### config.mk
export PLATFORM = sky130hd
export DESIGN_NAME = quad_step_decoder
export DESIGN_NICKNAME = d
export VERILOG_FILES = /design/src/rtl/quad_pkg.sv /design/src/rtl/quad_glitch_filter.sv /design/src/rtl/quad_step_decoder.sv
export SDC_FILE = /design/constraint.sdc
export NUM_CORES = 1
export LEC_CHECK = 0
export BUFFER_PORTS_ARGS = -buffer_cell sky130_fd_sc_hd__clkbuf_2
export CAP_MARGIN = 40
export CORE_UTILIZATION = 50
export CTS_CLUSTER_DIAMETER = 100
export DETAILED_ROUTE_END_ITERATION = 10
export HOLD_SLACK_MARGIN = 0.1
export PLACE_DENSITY = 0.75
export SYNTH_ARGS = -nofsm -noshare
export SYNTH_HDL_FRONTEND = slang
export SYNTH_SLANG_ARGS = --single-unit
### constraint.sdc
create_clock -name clk -period 3.1 [get_ports clk]
set_input_delay 0.465 -clock clk [delete_from_list [all_inputs] [get_ports clk]]
set_output_delay 0.465 -clock clk [all_outputs]
set_load 0.005 [all_outputs]
### src/rtl/quad_pkg.sv
// quad_pkg: phase codes, FSM state type and up-order successor lookup for quad_step_decoder
package quad_pkg;
  localparam logic [1:0] PH_00 = 2'b00;
  localparam logic [1:0] PH_10 = 2'b10;
  localparam logic [1:0] PH_11 = 2'b11;
  localparam logic [1:0] PH_01 = 2'b01;
  typedef enum logic {INIT, TRACK} state_t;
  function automatic logic [1:0] next_up(input logic [1:0] phase);
    return phase == PH_00 ? PH_10 :
           phase == PH_10 ? PH_11 :
           phase == PH_11 ? PH_01 : PH_00;
  endfunction
endpackage

### src/rtl/quad_glitch_filter.sv
// quad_glitch_filter: 2-flop synchronizer plus run-length glitch filter for one encoder channel
module quad_glitch_filter #(
  parameter int FILT_LEN = 4
) (
  input  logic clk,
  input  logic reset,
  input  logic pin,
  input  logic bypass,
  output logic filt
);
  localparam int FILT_W = $clog2(FILT_LEN + 3);
  logic s1, s2;
  logic [FILT_W-1:0] cnt;
  always_ff @(posedge clk)
    if (reset) begin
      s1   <= 1'b0;
      s2   <= 1'b0;
      filt <= 1'b0;
      cnt  <= '0;
    end else begin
      s1 <= pin;
      s2 <= s1;
      // a level is accepted only after FILT_LEN consecutive differing cycles
      if (bypass || s2 == filt || cnt == FILT_W'(FILT_LEN - 1)) begin
        filt <= s2;
        cnt  <= '0;
      end else
        cnt <= cnt + 1'b1;
    end
endmodule

### src/rtl/quad_step_decoder.sv
// quad_step_decoder: quadrature A/B to step/up_down/err conditioner; define QUAD_X1_EN for x1 decoding
module quad_step_decoder
  import quad_pkg::*;
#(
  parameter int FILT_LEN = 4
) (
  input  logic clk,
  input  logic reset,
  input  logic a_in,
  input  logic b_in,
  output logic step,
  output logic up_down,
  output logic err,
  output logic armed
);
  localparam int FILT_W = $clog2(FILT_LEN + 3);
  state_t state, state_n;
  logic [FILT_W-1:0] init_cnt, init_cnt_n;
  logic [1:0] p, prev, prev_n;
  logic filt_a, filt_b, is_up, is_dn, fire;
  logic step_n, err_n, up_down_n, armed_n;
  quad_glitch_filter #(.FILT_LEN(FILT_LEN)) u_a (
    .clk(clk), .reset(reset), .pin(a_in), .bypass(state == INIT), .filt(filt_a)
  );
  quad_glitch_filter #(.FILT_LEN(FILT_LEN)) u_b (
    .clk(clk), .reset(reset), .pin(b_in), .bypass(state == INIT), .filt(filt_b)
  );
  assign p     = {filt_a, filt_b};
  assign is_up = next_up(prev) == p;
  assign is_dn = next_up(p) == prev;
`ifdef QUAD_X1_EN
  assign fire = p == PH_00;
`else
  assign fire = 1'b1;
`endif
  always_comb begin
    state_n    = state;
    init_cnt_n = init_cnt;
    prev_n     = prev;
    step_n     = 1'b0;
    err_n      = 1'b0;
    up_down_n  = up_down;
    armed_n    = armed;
    if (state == INIT) begin
      init_cnt_n = init_cnt + 1'b1;
      if (init_cnt == FILT_W'(FILT_LEN + 1)) begin
        state_n = TRACK;
        prev_n  = p;
        armed_n = 1'b1;
      end
    end else if (p != prev) begin
      prev_n    = p;
      err_n     = !(is_up || is_dn);
      step_n    = (is_up || is_dn) && fire;
      up_down_n = step_n ? is_up : up_down;
    end
  end
  always_ff @(posedge clk)
    if (reset) begin
      state    <= INIT;
      init_cnt <= '0;
      prev     <= PH_00;
      step     <= 1'b0;
      err      <= 1'b0;
      up_down  <= 1'b1;
      armed    <= 1'b0;
    end else begin
      state    <= state_n;
      init_cnt <= init_cnt_n;
      prev     <= prev_n;
      step     <= step_n;
      err      <= err_n;
      up_down  <= up_down_n;
      armed    <= armed_n;
    end
endmodule

Word-level counts from Yosys, hierarchy flattened
Cells that the tools add are included.
{"block": "op_classes", "add_sub_neg": 3, "multipliers": 0, "div_mod_pow": 0, "magnitude_cmp": 0, "n_eq_ne": 13, "n_shift": 0, "muxes": 11, "bitwise_logic": 2, "n_reduce_logical": 15}
{"op": "$mux 2", "n": 7}
{"op": "$add 3x1->3 const B", "n": 3}
{"op": "$eq 2x2->1 const B", "n": 4}
{"op": "$eq 3x2->1 const B", "n": 2}
{"op": "$logic_or 1x1->1", "n": 5}
{"op": "$eq 2x2->1", "n": 2}
{"op": "$logic_not 2->1", "n": 2}
{"op": "$mux 1", "n": 4}
{"op": "$reduce_and 2->1", "n": 2}
{"op": "$reduce_or 2->1", "n": 2}
{"op": "$eq 3x3->1 const B", "n": 1}
{"op": "$reduce_and 3->1", "n": 1}
{"op": "$reduce_or 3->1", "n": 1}
{"op": "$eq 1x1->1", "n": 2}
{"op": "$ne 2x1->1 const B", "n": 1}
{"op": "$ne 2x2->1", "n": 1}
{"op": "$not 1->1", "n": 2}
{"op": "$reduce_bool 2->1", "n": 1}
{"op": "$logic_not 1->1", "n": 1}
{"block": "totals", "register_bits": 22, "latch_bits": 0, "ram_bits": 0, "romBits": 0, "inputBits": 4, "wordCells": 59, "mem_count": 0}

Logic depth before layout (Yosys ltp)
Gate-level depths: netlist of run 1.
{"block": "logic_depth", "ltp_word": 7, "mapped_depth": 5, "ltp_nobuf": 5}

Cells and area by module
A second synthesis of run 1 with hierarchy kept.
{"block": "unflattened", "cells_unflattened": 80, "area_unflattened_um2": 854.6}
{"mod": "quad_glitch_filter", "n_inst": 2, "cells_each": 19, "area_each_um2": 222.7, "seq_area_each_um2": 120.1}
{"mod": "quad_step_decoder", "n_inst": 1, "cells_each": 42, "area_each_um2": 409.1, "seq_area_each_um2": 200.2}

Worst setup path before layout of run 1
Ideal clock, no wire load.
{"block": "synth_path", "path_type": "reg2reg", "startpoint": "register u_a.cnt[0]", "endpoint": "register u_a.cnt[0]", "setup_time_ps": 63, "arrival_time_ps": 1148, "required_time_ps": 3037, "setup_slack_ps": 1890, "path_stages_with_launch": 5, "cell_sequence": "dfxtp_1 -> ha_1 -> ha_1 -> or3_4 -> nor2_2"}
{"block": "synth_between", "elab_chain_len": 3}
{"item": "start: declaration", "line_no": "quad_glitch_filter.sv:13", "rtl": "logic [FILT_W-1:0] cnt;"}
{"item": "start signal: assignment", "line_no": "quad_glitch_filter.sv:28", "rtl": "cnt <= cnt + 1'b1;"}
{"item": "parallel branches: the longest is 3 deep, another holds $add 3x1->3"}
Several ways; the timed one is not identified.
A chain may end at the register's enable or synchronous reset.

Final worst setup path of run 1
{"block": "layout_path", "startpoint": "register init_cnt[1]", "endpoint": "register prev[0]"}
{"block": "layout_between", "elab_chain_len": 3}
{"item": "start: declaration", "line_no": "quad_step_decoder.sv:18", "rtl": "logic [FILT_W-1:0] init_cnt, init_cnt_n;"}
{"item": "start signal: assignment", "line_no": "quad_step_decoder.sv:69", "rtl": "init_cnt <= init_cnt_n;"}
{"item": "$eq 3x3->1", "line_no": "quad_step_decoder.sv:46", "rtl": "if (init_cnt == FILT_W'(FILT_LEN + 1)) begin"}
{"item": "$reduce_bool 2->1 (no source line)"}
{"item": "$reduce_and 2->1 (no source line)"}
{"item": "end signal: assignment", "line_no": "quad_step_decoder.sv:70", "rtl": "prev <= prev_n;"}
{"item": "end: declaration", "line_no": "quad_step_decoder.sv:19", "rtl": "logic [1:0] p, prev, prev_n;"}
Every way passes these cells.

==> results.json, run 1 <==
{
  "finalSetupViolCount": 0,
  "cp-end-kind": "flop",
  "synth_nets": 96,
  "num_rows": 14,
  "hold_path_class": "primary input to flop",
  "grt_use_total": 0.140,
  "irDropWorstVdd_mv": 0.493,
  "ys_top_cells_by_area": "dfxtp_1 (50%), ha_1 (8.6%), xnor2_1 (8.0%)",
  "grt_pass1_wl_um": 1930,
  "slew_viol_final": 0,
  "stdcell_count": 109,
  "report.final.hold_viol_count": 0,
  "cts_htree_levels": 1,
  "ys_types": 21,
  "syn-cell-area_sq_um": 876,
  "dp.cells": 105,
  "antenna_found_initial": 0,
  "drive_gt1_frac": 0.172,
  "dp_slack_ns": 1.65,
  "r2r_start": "init_cnt[1]",
  "final_nets": 104,
  "ys_ff_latch": 22,
  "die_x_um": 43.9,
  "clockBufferDepth": 2,
  "post-synth-top-count-cell": "dfxtp_1",
  "path_clk_slew_ns": 0.10,
  "rsz0062_at_grt": "false",
  "synth_ff_type": "dfxtp_1",
  "fin_skew_ns": 0.00496,
  "cts-root-buf": "clkbuf_4",
  "postCtsHoldBufs": 0,
  "wire_per_inst_um": 9.78,
  "overflow": 0,
  "cts.sinks": 22,
  "diodes": 0,
  "multi_input_comb_area_sq_um": 375,
  "area.sequential_sq_um": 440,
  "min_period_ns": 1.31,
  "cp-start-kind": "flop",
  "synthCells": 86,
  "n_fill_cell": 130,
  "initial_core_util": 0.556,
  "r2r_slack_ns": 1.79,
  "r2r_cells": 5,
  "period_share": 0.422,
  "synth_top_cell_area_share": 0.503,
  "max-cap-violations": 0,
  "via_per_inst": 4.83,
  "drt_iter0_markers": 6,
  "seq_area_frac_synth": 0.503,
  "cts_tree": "built",
  "r2r_end": "prev[0]",
  "fin_total_pwr_w": 0.000487,
  "worstMarginPinSlew_ns": 0.405,
  "vias": 527,
  "hold_end": "u_b.s1",
  "syn_area_per_cell_sq_um": 10.2,
  "io_buffers": 7,
  "cts_inserted_buffers": 3,
  "grt_max_degree": 17,
  "fin_tns_setup_ns": 0,
  "holdWs_ns": 0.371,
  "synth-edff-count": 0,
  "drc": 0,
  "clk_latency_ns": 0.30,
  "leakage_nw": 0.385,
  "grt_pass1_vias": 452,
  "layout_setup_ws_ns": 1.79,
  "status": "finished, final reports clean",
  "cts_resized": 0,
  "place.gp.congestion": 0.721,
  "ys_warn_count": 0,
  "hp-start": "b_in",
  "ys_top_cells_by_count": "dfxtp_1 (22), nor2_1 (12), xnor2_1 (8), inv_1 (7), ha_1 (6)",
  "crit_type": "flop to flop",
  "syn_to_final_growth_pct": 6.57,
  "crit_arrival_ns": 1.50,
  "core_sq_um": 1580,
  "async_reset_ff_frac": 0,
  "p_per_area_nw_per_um2": 521,
  "max_freq_mhz": 764,
  "synth_top_cell_by_area": "dfxtp_1",
  "drtPass1Iterations": 2,
  "drt_wl_total_um": 1070,
  "crit_required_ns": 3.29,
  "ioPinCount": 8,
  "dp_hpwl_um": 810,
  "slew_headroom": 0.730,
  "holdPathStages": 2,
  "dieArea_sq_um": 1920,
  "antenna_left": 0,
  "post-cts-setup-buffer-count": 0,
  "die_y_um": 43.9,
  "cp_max_fo": 3
}
[worst max-delay path, cell delays in order (launching register included)]
cell and delay [ns]:
dfxtp_1 0.36, inv_1 0.05, ha_1 0.19, a21oi_1 0.31, mux2i_1 0.25, nor2_1 0.05
[per-stage QoR]
stage	instance area [sq um]	util
finish	933	0.592
global placement	897	0.569
CTS	933	0.592
global route	933	0.592
floorplan	876	-
detailed placement	897	0.569
[logic make-up (layout without fill, tap and decap cells)]
kind of cell / Yosys count / count (layout) / share of synthesized area
buffers and inverters: 11 / 18 / 0.0686
XOR/XNOR: 9 / 9 / 0.0900
multiplexers: 2 / 2 / 0.0229
AO/OA/AOI/OAI: 10 / 10 / 0.0629
flip-flops: 22 / 22 / 0.503
AND/OR/NAND/NOR: 26 / 26 / 0.167
adder cells (fa/ha/maj): 6 / 6 / 0.0857
[report_power, final]
part / total [W] / switching [W] / internal [W]
registers: 0.000303 / 0.00000894 / 0.000294
logic: 0.0000339 / 0.0000162 / 0.0000177
clock network: 0.000150 / 0.0000785 / 0.0000717
[layer usage]
layer  vias to the layer above  part of all wire  track usage
li1                        289                 -            -
met1                       225              0.51        0.172
met2                         9              0.42        0.206
met3                         4             0.048       0.0625
met4                         0             0.023       0.0727
met5                         -                 0            0
[cell usage in the layout, fill, tap and decap left out]
master / count
clkbuf_4: 3
or3_1: 1
dfxtp_1: 22
inv_1: 7
clkbuf_8: 1
nor2b_1: 5
xor2_1: 1
nor2_2: 3
nor3_1: 1
a21oi_1: 4
mux2i_1: 2
nand2b_4: 1
nand3b_1: 2
ha_1: 6
clkbuf_2: 7
nor2_1: 12
o21ai_0: 3
a211oi_1: 1
xnor2_1: 8
or3_4: 1
a31oi_1: 2
[registers in the layout, indices dropped and copies added, names as in the netlist, 2 cells and up]
register,flops
u_a.cnt,3
init_cnt,3
prev,2
u_b.cnt,3
[worst max path at each step]
stage                       to  cells past startpoint  slack [ns]        start
floorplan           u_a.cnt[0]                      4        1.89   u_a.cnt[0]
global placement    u_b.cnt[2]                      4        1.67        reset
detailed placement  u_b.cnt[2]                      4        1.65        reset
CTS                 u_a.cnt[0]                      4        1.79   u_a.cnt[0]
global route           prev[0]                      5        1.66  init_cnt[1]
finish                 prev[0]                      5        1.79  init_cnt[1]
[final cells by class]
| cell class | instances | area share |
|---|---|---|
| clock buffer | 4 | 0.0389 |
| multi-input combinational | 53 | 0.402 |
| tap | 16 | 0.0214 |
| inverter | 7 | 0.0282 |
| timing repair buffer | 7 | 0.0375 |
| sequential | 22 | 0.472 |
Note: power is estimated with default switching activity, not from simulation.
==> run 2: changes to the inputs <==
Clock period 3.1 ns to 1.3 ns, I/O delays scaled along.
==> run 2 against run 1 <==
Net effect: sequential share of layout area is 3.0 points lower; critical path type unchanged; clock skew is 0.0015 ns higher; hold slack worse by 0.17 ns; clock power is 140% higher; cell count is 6.4% higher; critical path depth is 1 lower; non-clock buffer count is 7 higher; maximum frequency is 5.4% higher; clock-buffer cell count stayed put; via count is 10% higher; design area is 7.6% higher; flip-flop and latch count stayed put.
==> results.json, run 2 (synthesized netlist as in run 1, its figures left out) <==
{
  "status": "finished, final reports clean",
  "grt_max_degree": 16,
  "wire_per_inst_um": 10.9,
  "worstMarginPinSlew_ns": 0.331,
  "slowest_delay_ns": 0.39,
  "num_rows": 14,
  "vias": 582,
  "drive_gt1_frac": 0.270,
  "cp_max_fo": 3,
  "drt_iter0_markers": 13,
  "path_clk_slew_ns": 0.11,
  "initial_core_util": 0.556,
  "die_y_um": 43.9,
  "ioPinCount": 8,
  "finalSetupViolCount": 0,
  "grt_pass1_wl_um": 2180,
  "cp-start-kind": "flop",
  "dieArea_sq_um": 1920,
  "place.gp.congestion": 0.767,
  "overflow": 0,
  "layout_common_cells": "dfxtp_1 (19), nor2_1 (12), xnor2_1 (8)",
  "drtPass1Iterations": 6,
  "dp.cells": 109,
  "grt_pass1_vias": 526,
  "stdcell_count": 116,
  "multi_input_comb_area_sq_um": 385,
  "largestRegisters": "init_cnt (3), u_a.cnt (3), u_b.cnt (3)",
  "n_fill_cell": 140,
  "leakage_nw": 0.418,
  "report.final.hold_viol_count": 0,
  "grt_use_total": 0.153,
  "io_buffers": 7,
  "die_x_um": 43.9,
  "min_period_ns": 1.24,
  "max_freq_mhz": 806,
  "irDropWorstVdd_mv": 0.707,
  "cts_inserted_buffers": 3,
  "crit_required_ns": 1.53,
  "clk_latency_ns": 0.30,
  "crit_type": "flop to flop",
  "dp_hpwl_um": 894,
  "period_share": 0.955,
  "crit_arrival_ns": 1.47,
  "clockBufferDepth": 2,
  "antenna_found_initial": 0,
  "crit_chain": "ha_2 -> ha_2 -> or3_4 -> nor2_1",
  "slew_viol_final": 0,
  "antenna_left": 0,
  "core_sq_um": 1580,
  "area.sequential_sq_um": 444,
  "fin_skew_ns": 0.00644,
  "cp_slowest_cell": "or3_4",
  "cts_tree": "built",
  "drc": 0,
  "via_per_inst": 5.02,
  "syn_to_final_growth_pct": 14.7,
  "p_per_area_nw_per_um2": 1170,
  "diodes": 0,
  "hold_path_class": "primary input to flop",
  "drt_wl_total_um": 1260,
  "cts.sinks": 22,
  "final_common_cell": "dfxtp_1",
  "place_area_sq_um": 927,
  "cts_htree_levels": 1,
  "fin_area_sq_um": 1000,
  "max-cap-violations": 0,
  "critPathMostFrequentCell": "ha_2",
  "fin_tns_setup_ns": 0,
  "slew_headroom": 0.779,
  "cts-root-buf": "clkbuf_4",
  "final_nets": 111,
  "cp-end-kind": "flop"
}
## run 2: path summary, 6_finish.rpt
| check | start | to | slack, ns | depth (start not counted) |
|---|---|---|---|---|
| min reg2reg | u_a.cnt[0] | u_a.cnt[0] | 0.41 | 1 |
| max | u_b.cnt[0] | u_b.cnt[0] | 0.06 | 4 |
| min | reset | step | 0.20 | 3 |
| max reg2reg | u_b.cnt[0] | u_b.cnt[0] | 0.06 | 4 |
## run 2: power by group
part           switching (W)  leakage [nW]  internal [W]
Clock               0.000188        0.0210      0.000171
Sequential         0.0000207         0.180      0.000701
Combinational      0.0000439         0.216     0.0000529
## run 2: critical path, delay by kind of cell (launching register included)
family / cells / cell delay, ns
adders and majority gates: 2 / 0.37
and+or+nand+nor: 2 / 0.48
DFF: 1 / 0.34
## run 2: layout make-up
class	instances	area share
tap	16	0.0199
sequential	22	0.442
clock buffer	4	0.0361
timing repair buffer	14	0.0922
multi-input combinational	53	0.384
inverter	7	0.0262
## run 2: metal layers
metal / up-vias / routed length, um / GRT usage
li1: 304 / - / -
met1: 262 / 590 / 0.179
met2: 14 / 621 / 0.263
met3: 2 / 41 / 0.0250
met4: 0 / 9 / 0.0909
met5: - / 0 / 0
## run 2: what timing repair did
action,in CTS,in global routing
hold endpoints to repair,1,1
cloned,0,0
setup endpoints to repair,3,7
gates resized for setup,1,5
buffers inserted,0,1
hold buffers,1,1
pin swaps,0,2
## run 2: through the flow
stage,hold WS [ns],total power (W),utilization,setup WS (ns)
2_1_floorplan,0.267,0.000801,-,0.0898
3_3_place_gp,0.408,0.000825,0.588,0.0465
3_5_place_dp,0.414,0.000830,0.588,0.0172
4_1_cts,0.106,0.00119,0.621,0.000407
5_1_grt,0.199,0.00124,0.637,-0.0219
6_report,0.201,0.00118,0.637,0.0585
